## config.mk

```make
export PLATFORM = sky130hd
export DESIGN_NAME = ifu_fetch
export DESIGN_NICKNAME = d
export VERILOG_FILES = /design/src/rtl/ifu_fetch.sv
export SDC_FILE = /design/constraint.sdc
export NUM_CORES = 1
export LEC_CHECK = 0
export CORE_MARGIN = 2
export CORE_UTILIZATION = 47
export CTS_CLUSTER_DIAMETER = 150
export DETAILED_ROUTE_END_ITERATION = 7
export GPL_TIMING_DRIVEN = 1
export PLACE_DENSITY = 0.93
export SLEW_MARGIN = 25
export SYNTH_ARGS = -nofsm -noshare
export SYNTH_HDL_FRONTEND = slang
export SYNTH_SLANG_ARGS = --single-unit
```

## constraint.sdc

```tcl
create_clock -name clock -period 3.1 [get_ports clock]
set_clock_uncertainty 0.15 [all_clocks]
set_input_delay 0.62 -clock clock [delete_from_list [all_inputs] [get_ports clock]]
set_output_delay 0.62 -clock clock [all_outputs]
set_load 0.02 [all_outputs]
```

## src/rtl/ifu_fetch.sv

```systemverilog
// Instruction fetch stage: one outstanding imem fetch, result held in the IDreg bundle
// until ID consumes it, with flush discard and bus-error/timeout fault synthesis.
module ifu_fetch #(
    parameter int unsigned TIMEOUT  = 255,
    parameter logic [31:0] NOP_INST = 32'h0000_0013
) (
    input  logic        clock,
    input  logic        reset,
    input  logic [31:0] pc,
    input  logic        id_stall,
    input  logic        flush,
    output logic        imem_req_valid,
    output logic [31:0] imem_req_addr,
    input  logic        imem_req_ready,
    input  logic        imem_resp_valid,
    input  logic [31:0] imem_resp_data,
    input  logic        imem_resp_err,
    output logic        IDreg_valid,
    output logic [31:0] IDreg_pc,
    output logic [31:0] IDreg_inst,
    output logic        IDreg_fault
);

    localparam int unsigned CNT_W = $clog2(TIMEOUT + 1);

    typedef enum logic [1:0] {
        S_IDLE  = 2'd0,
        S_REQ   = 2'd1,
        S_WAIT  = 2'd2,
        S_VALID = 2'd3
    } state_t;

    state_t            state;
    state_t            state_nxt;
    logic [CNT_W-1:0]  cnt;
    logic              drop;
    logic [31:0]       pend_pc;

    logic              in_wait;
    logic              resp_hit;
    logic              tmo;
    logic              kill;
    logic              wait_done;
    logic              deliver;
    logic              bad_fetch;
    logic              release_id;

    // Fetch completion events, shared by the FSM and the datapath registers
    assign in_wait    = (state == S_WAIT);
    assign resp_hit   = in_wait && imem_resp_valid;
    assign tmo        = in_wait && !imem_resp_valid && (cnt == CNT_W'(TIMEOUT - 1));
    assign kill       = drop || flush;
    assign wait_done  = resp_hit || tmo;
    assign deliver    = wait_done && !kill;
    assign bad_fetch  = tmo || (imem_resp_valid && imem_resp_err);
    assign release_id = (state == S_VALID) && (flush || !id_stall);

    always_ff @(posedge clock) begin
        if (!reset) begin
            state <= S_IDLE;
        end else begin
            state <= state_nxt;
        end
    end

    always_comb begin
        state_nxt = state;
        case (state)
            S_IDLE:  state_nxt = S_REQ;
            S_REQ:   if (imem_req_ready) state_nxt = S_WAIT;
            S_WAIT:  if (wait_done) state_nxt = kill ? S_REQ : S_VALID;
            S_VALID: if (release_id) state_nxt = S_REQ;
            default: state_nxt = S_IDLE;
        endcase
    end

    // Request is gated by reset so it drops as soon as reset is asserted
    always_comb begin
        imem_req_valid = 1'b0;
        imem_req_addr  = pc;
        if (state == S_REQ && reset) begin
            imem_req_valid = 1'b1;
        end
    end

    always_ff @(posedge clock) begin
        if (!reset) begin
            cnt         <= '0;
            drop        <= 1'b0;
            pend_pc     <= '0;
            IDreg_valid <= 1'b0;
            IDreg_pc    <= '0;
            IDreg_inst  <= '0;
            IDreg_fault <= 1'b0;
        end else begin
            if (state == S_REQ && imem_req_ready) begin
                pend_pc <= pc;
                cnt     <= '0;
            end

            if (in_wait) begin
                if (wait_done) begin
                    cnt  <= '0;
                    drop <= 1'b0;
                end else begin
                    cnt  <= cnt + CNT_W'(1);
                    drop <= kill;
                end
            end

            if (deliver) begin
                IDreg_valid <= 1'b1;
                IDreg_pc    <= pend_pc;
                IDreg_inst  <= bad_fetch ? NOP_INST : imem_resp_data;
                IDreg_fault <= bad_fetch;
            end else if (release_id) begin
                IDreg_valid <= 1'b0;
                IDreg_fault <= 1'b0;
            end
        end
    end

endmodule

```

==> flow_summary.ini, run 1 <==
[drt]
vias = 3701
drc = 0
wire_per_inst_um = 15.0
drtIter0Drc = 92
via_per_inst = 5.17
antenna_left = 0
firstDrtPassIters = 4
wirelength_um = 10700

[global_route]
grt_pass1_vias = 3599
grtUsageTotal_pct = 20.8
grt_start_max_net_pins = 59
overflow = 0
antenna_found_initial = 0
grt_pass1_wl_um = 16700

[worst_setup_path]
startpoint_type = flop
critPathRequiredTime_ns = 2.33
crit_fanout = 5
cp_data_arrival_time_ns = 1.80
critPathCaptureType = output port
path_class = flop to output port
rr_worst_depth = 6

[timing]
drv_slew = 0
rsz0062_at_grt = no
fin_crit_ns = 2.57
setup_violations = 0
worstMarginPinSlew_ns = 0.751
fmax_ghz = 0.390
fin_crit_sh_pct = 82.8
slew_headroom_pct = 49.8
finalSetupTns_ns = 0
final-hold-violation-count = 0

[synthesis]
synth-main-ff-cell = dfxtp_1
synthDistinctLibCells = 37
synth_top_area_share_pct = 50.2
synth_edf_count = 0
syn-cell-area_um2 = 4350
synthTopCellsByArea = dfxtp_1, nand2_1, mux2i_1
syn_inst = 474
syn_avg_cell_area_um2 = 9.18
yosysSeqAreaShare_pct = 50.2
async_flop_share_pct = 0
synth-seq-cells = 109
synth_top_area_cell = dfxtp_1
syn_nets = 551
ys_warn_count = 0

[clock_tree]
cts-root-buf = clkbuf_8
cts_tree = done
clk_latency_ns = 0.36
holdBufCountCts = 0
ctsResizeCount = 0
post_cts_buffers = 0
ctsHtreeMaxLevel = 3
path_clk_slew_ns = 0.10
numCtsBuffers = 9
clk_path_buf_depth = 2
cts_sinks = 109

[die]
coreArea_um2 = 9110
num_io_pins = 170
rows = 35
die_area_um2 = 10000
die_y_um = 100
fp.dieW_um = 100
start_util_pct = 47.8

[placement]
io_buffers = 169
gp_congestion = 0.787
dp.final_hpwl_um = 7830

[power_and_ir_drop]
ir_drop_uv = 277
power_density_nw_per_um2 = 457
p_leak_nw = 2.18

[final_layout]
drive_gt1_share_pct = 5.79
antenna_cells = 0
utilization_pct = 66.5
syn_to_final_growth_pct = 39.3
nets = 677
fill_cells = 709

[hold_path]
min_path_type = flop to flop
whs_path_depth = 2

[run]
drv_cap = 0

[status]
outcome = complete, no violations
==> layer usage <==
| metal | wire [µm] | part of all wire (%) | track usage (%) |
|---|---|---|---|
| met1 | 4530 | 42 | 24.2 |
| met2 | 5240 | 49 | 37.4 |
| met3 | 784 | 7.3 | 5.01 |
| met4 | 169 | 1.6 | 7.17 |
| met5 | 0 | 0 | 0 |
==> path summary, 6_finish.rpt <==
path               endpoint   startpoint  slack (ns)
max          imem_req_valid     state[0]        0.53
max reg2reg  IDreg_inst[25]       cnt[0]        0.89
min reg2reg     IDreg_pc[3]  IDreg_pc[3]        0.31
min             IDreg_pc[3]  IDreg_pc[3]        0.31
==> cells in the mapped netlist (2+ instances only) <==
master	n
a31oi_1	2
nand2_1	140
mux2i_1	35
nand2b_1	4
o221a_2	3
and2_1	4
nor2_1	6
nand3_1	3
buf_1	3
a22o_1	30
nor3b_1	2
clkbuf_1	16
a21o_1	3
a32o_1	2
buf_6	5
dfxtp_1	109
xnor2_1	2
inv_1	5
ha_1	6
buf_4	35
buf_2	4
a21oi_1	40
==> final cells by class <==
class	instances	area [µm²]	share of cell area, %
flip-flops and latches	109	2180	36.0
repair buffers	178	1750	29.0
multi-input cells	297	1750	28.9
well taps	111	139	2.29
clock buffers	9	124	2.04
clock inverters	7	90.1	1.49
inverters	5	18.8	0.310
==> logic make-up after synthesis <==
logic type,after synthesis,synth area share [%]
buffers and inverters,68,9.86
XOR/XNOR,2,0.403
flip-flops,109,50.2
multiplexers,35,8.05
AND/OR/NAND/NOR,166,15.7
AO/OA/AOI/OAI,88,14.1
adder cells (fa/ha/maj),6,1.73
==> state kept, by name, summed over array words and instances (netlist names) <==
register     flops
state            2
IDreg_valid      1
cnt              8
IDreg_pc        32
IDreg_fault      1
pend_pc         32
drop             1
IDreg_inst      32
==> critical path, cell delays in order, from the launching register on <==
cell,delay [ns]
dfxtp_1,0.43
ha_1,0.25
and2_1,0.16
clkdlybuf4s50_1,0.60
==> power breakdown <==
part	leakage, nW	internal [mW]	switching [mW]
combinational	1.19	0.190	0.203
clock	0.110	0.397	0.509
sequential	0.881	1.44	0.0266
total	2.18	2.03	0.739
==> cell usage in the layout, fill, tap and decap left out, types with 2 or more instances in the layout <==
cell / synthesis / routed
ha_1: 6 / 6
nand2_1: 140 / 140
xnor2_1: 2 / 2
clkdlybuf4s50_1: 0 / 168
inv_8: 0 / 3
mux2i_1: 35 / 35
clkbuf_8: 0 / 9
nand3_1: 3 / 3
inv_1: 5 / 5
nor3b_1: 2 / 2
nand2b_1: 4 / 4
and2_1: 4 / 3
a31oi_1: 2 / 2
a32o_1: 2 / 2
a21o_1: 3 / 3
nor2_1: 6 / 5
a21oi_1: 40 / 40
dfxtp_1: 109 / 109
o221a_2: 3 / 3
a22o_1: 30 / 30
buf_4: 35 / 9
clkinv_4: 0 / 2
==> stage by stage <==
| step | hold slack [ns] | std cells | instance area (µm²) | total power [mW] | worst slack [ns] |
|---|---|---|---|---|---|
| 4_1_cts | 0.312 | 716 | 6060 | 2.80 | 0.512 |
| 5_1_grt | 0.326 | 716 | 6060 | 2.89 | 0.456 |
| 6_report | 0.310 | 716 | 6060 | 2.77 | 0.534 |
| 3_5_place_dp | 0.297 | 700 | 5840 | 1.90 | 0.506 |
| 3_3_place_gp | 0.291 | 700 | 5840 | 1.88 | 0.522 |
| 2_1_floorplan | 0.287 | 474 | 4350 | 1.72 | 0.757 |
(Power assumes the default switching activity.)
==> run 2: changes to the inputs <==
--- a/config.mk
+++ b/config.mk
@@ -6,11 +6,11 @@
 export NUM_CORES = 1
 export LEC_CHECK = 0
 export CORE_MARGIN = 2
-export CORE_UTILIZATION = 47
+export CORE_UTILIZATION = 44
 export CTS_CLUSTER_DIAMETER = 150
 export DETAILED_ROUTE_END_ITERATION = 7
 export GPL_TIMING_DRIVEN = 1
-export PLACE_DENSITY = 0.93
+export PLACE_DENSITY = 0.89
 export SLEW_MARGIN = 25
 export SYNTH_ARGS = -nofsm -noshare
 export SYNTH_HDL_FRONTEND = slang
==> constraint.sdc (replaced) <==
create_clock -name clock -period 2.4 [get_ports clock]
set_clock_uncertainty 0.15 [all_clocks]
set_input_delay 0.48 -clock clock [delete_from_list [all_inputs] [get_ports clock]]
set_output_delay 0.48 -clock clock [all_outputs]
set_load 0.02 [all_outputs]
==> flow_summary.ini, run 2 (synthesized netlist as in run 1, its figures left out) <==
[timing]
rsz0062_at_grt = no
fin_crit_ns = 2.23
final-hold-violation-count = 0
fin_crit_sh_pct = 92.8
setup_violations = 0
worstMarginPinSlew_ns = 0.731
fin_ws_ns = 0.174
fmax_ghz = 0.449
holdWs_ns = 0.251
slew_headroom_pct = 51.2
drv_slew = 0

[drt]
wirelength_um = 10700
wire_per_inst_um = 14.5
antenna_left = 0
drc = 0
vias = 3658
drtIter0Drc = 112
via_per_inst = 4.95
firstDrtPassIters = 4

[global_route]
met1_usage_pct = 20.7
grtUsageTotal_pct = 19.3
grt_pass1_wl_um = 16300
grt_pass1_vias = 3575
antenna_found_initial = 0
grt_start_max_net_pins = 76
grt_busiest_layer = met2
gr-usage-met3_pct = 5.71
overflow = 0
grt_use_met2_pct = 35.8

[final_layout]
seq_area_um2 = 2180
fill_cells = 788
drive_gt1_share_pct = 5.78
multi_input_area_um2 = 1750
layout_commonest_cell = clkdlybuf4s50_1
final_cell_mix = clkdlybuf4s50_1, nand2_1, dfxtp_1
nets = 679
top_regs = IDreg_inst (32), IDreg_pc (32), pend_pc (32)
utilization_pct = 62.9
antenna_cells = 0
syn_to_final_growth_pct = 40.1

[clock_tree]
post_cts_buffers = 0
clk_path_buf_depth = 2
clk_latency_ns = 0.36
ctsResizeCount = 1
path_clk_slew_ns = 0.10
holdBufCountCts = 0
numCtsBuffers = 9
cts-root-buf = clkbuf_8
cts_tree = done
cts_sinks = 109
ctsHtreeMaxLevel = 3

[worst_setup_path]
cp_cell_sequence = clkdlybuf4s50_1 -> clkdlybuf4s50_1
crit_buf_inv = 2
cp_data_arrival_time_ns = 1.60
path_class = input pin to output port
cpPeakStageDelay_ns = 0.62
crit_start = pc[31]
critical_path.top_delay_family = buffers and inverters
cpMostUsedCell = clkdlybuf4s50_1
reg2reg_from = cnt[0]
critPathCaptureType = output port
critPathRequiredTime_ns = 1.77
crit_path_top_delay_cell = clkdlybuf4s50_1
crit_fanout = 2
startpoint_type = input pin

[die]
rows = 36
start_util_pct = 44.9
die_area_um2 = 10700
coreArea_um2 = 9680
fp.dieW_um = 103
num_io_pins = 170
die_y_um = 103

[power_and_ir_drop]
seqPwrFrac_pct = 55.6
p_sw_mw = 0.918
p_clk_share_pct = 29.5
sw_frac_of_total_pct = 26.9
intPower_mw = 2.50
combPwrFrac_pct = 15.0
p_leak_nw = 2.17
ir_drop_uv = 321
power_density_nw_per_um2 = 561

[placement]
gp_congestion = 0.811
dp.final_hpwl_um = 7550
io_buffers = 169
post-place-ws_ns = 0.0697

[run]
drv_cap = 0

[hold_path]
hold_start = reset
min_path_type = input pin to flop

[status]
outcome = complete, no violations
-- run 2: cell count changes in the layout (fill, tap and decap cells not counted), sizes merged --
cell,previous run,this run
inv,9,8
clkbuf,9,10
clkinvlp,0,1
buf,10,12
dlygate4sd2,0,1
clkinv,2,1
clkdlybuf4s50,168,167
bufinv,1,0
-- run 2: area by class of cell --
class,instances,share of cell area (%)
Multi-Input combinational cell,297,28.7
Clock inverter,5,0.698
Clock buffer,10,2.09
Sequential cell,109,35.8
Timing Repair Buffer,180,29.6
Tap cell,133,2.73
Inverter,5,0.308
-- run 2: final timing paths --
check	endpoint	slack, ns	depth (start not counted)
hold / removal	IDreg_fault	0.25	3
setup / recovery	imem_req_addr[31]	0.17	2
hold reg to reg	pend_pc[6]	0.31	2
setup reg to reg	IDreg_inst[16]	0.19	6
-- run 2: power by group through the flow --
stage | Combinational (mW) | Clock, mW | Sequential [mW]
after floorplan | 0.287 | 0 | 1.94
after global placement | 0.498 | 0 | 1.94
after detailed placement | 0.516 | 0 | 1.94
after CTS | 0.516 | 1.04 | 1.90
after global routing | 0.559 | 1.11 | 1.91
final | 0.511 | 1.01 | 1.90
-- run 2: per-stage QoR --
stage / area (µm²) / setup TNS, ns / total power, mW / cells
after floorplan: 4350 / 0 / 2.23 / 474
after global placement: 5920 / -0.380 / 2.43 / 724
after detailed placement: 5920 / 0 / 2.46 / 724
after CTS: 6090 / 0 / 3.46 / 739
after global routing: 6090 / 0 / 3.58 / 739
final: 6090 / 0 / 3.42 / 739
-- run 2: per-layer routing --
metal,vias to the layer above,wire [µm],part of all wire (%)
li1,1823,-,-
met1,1692,4250,40
met2,131,5290,50
met3,12,1030,9.7
met4,0,110,1.0
met5,-,0,0
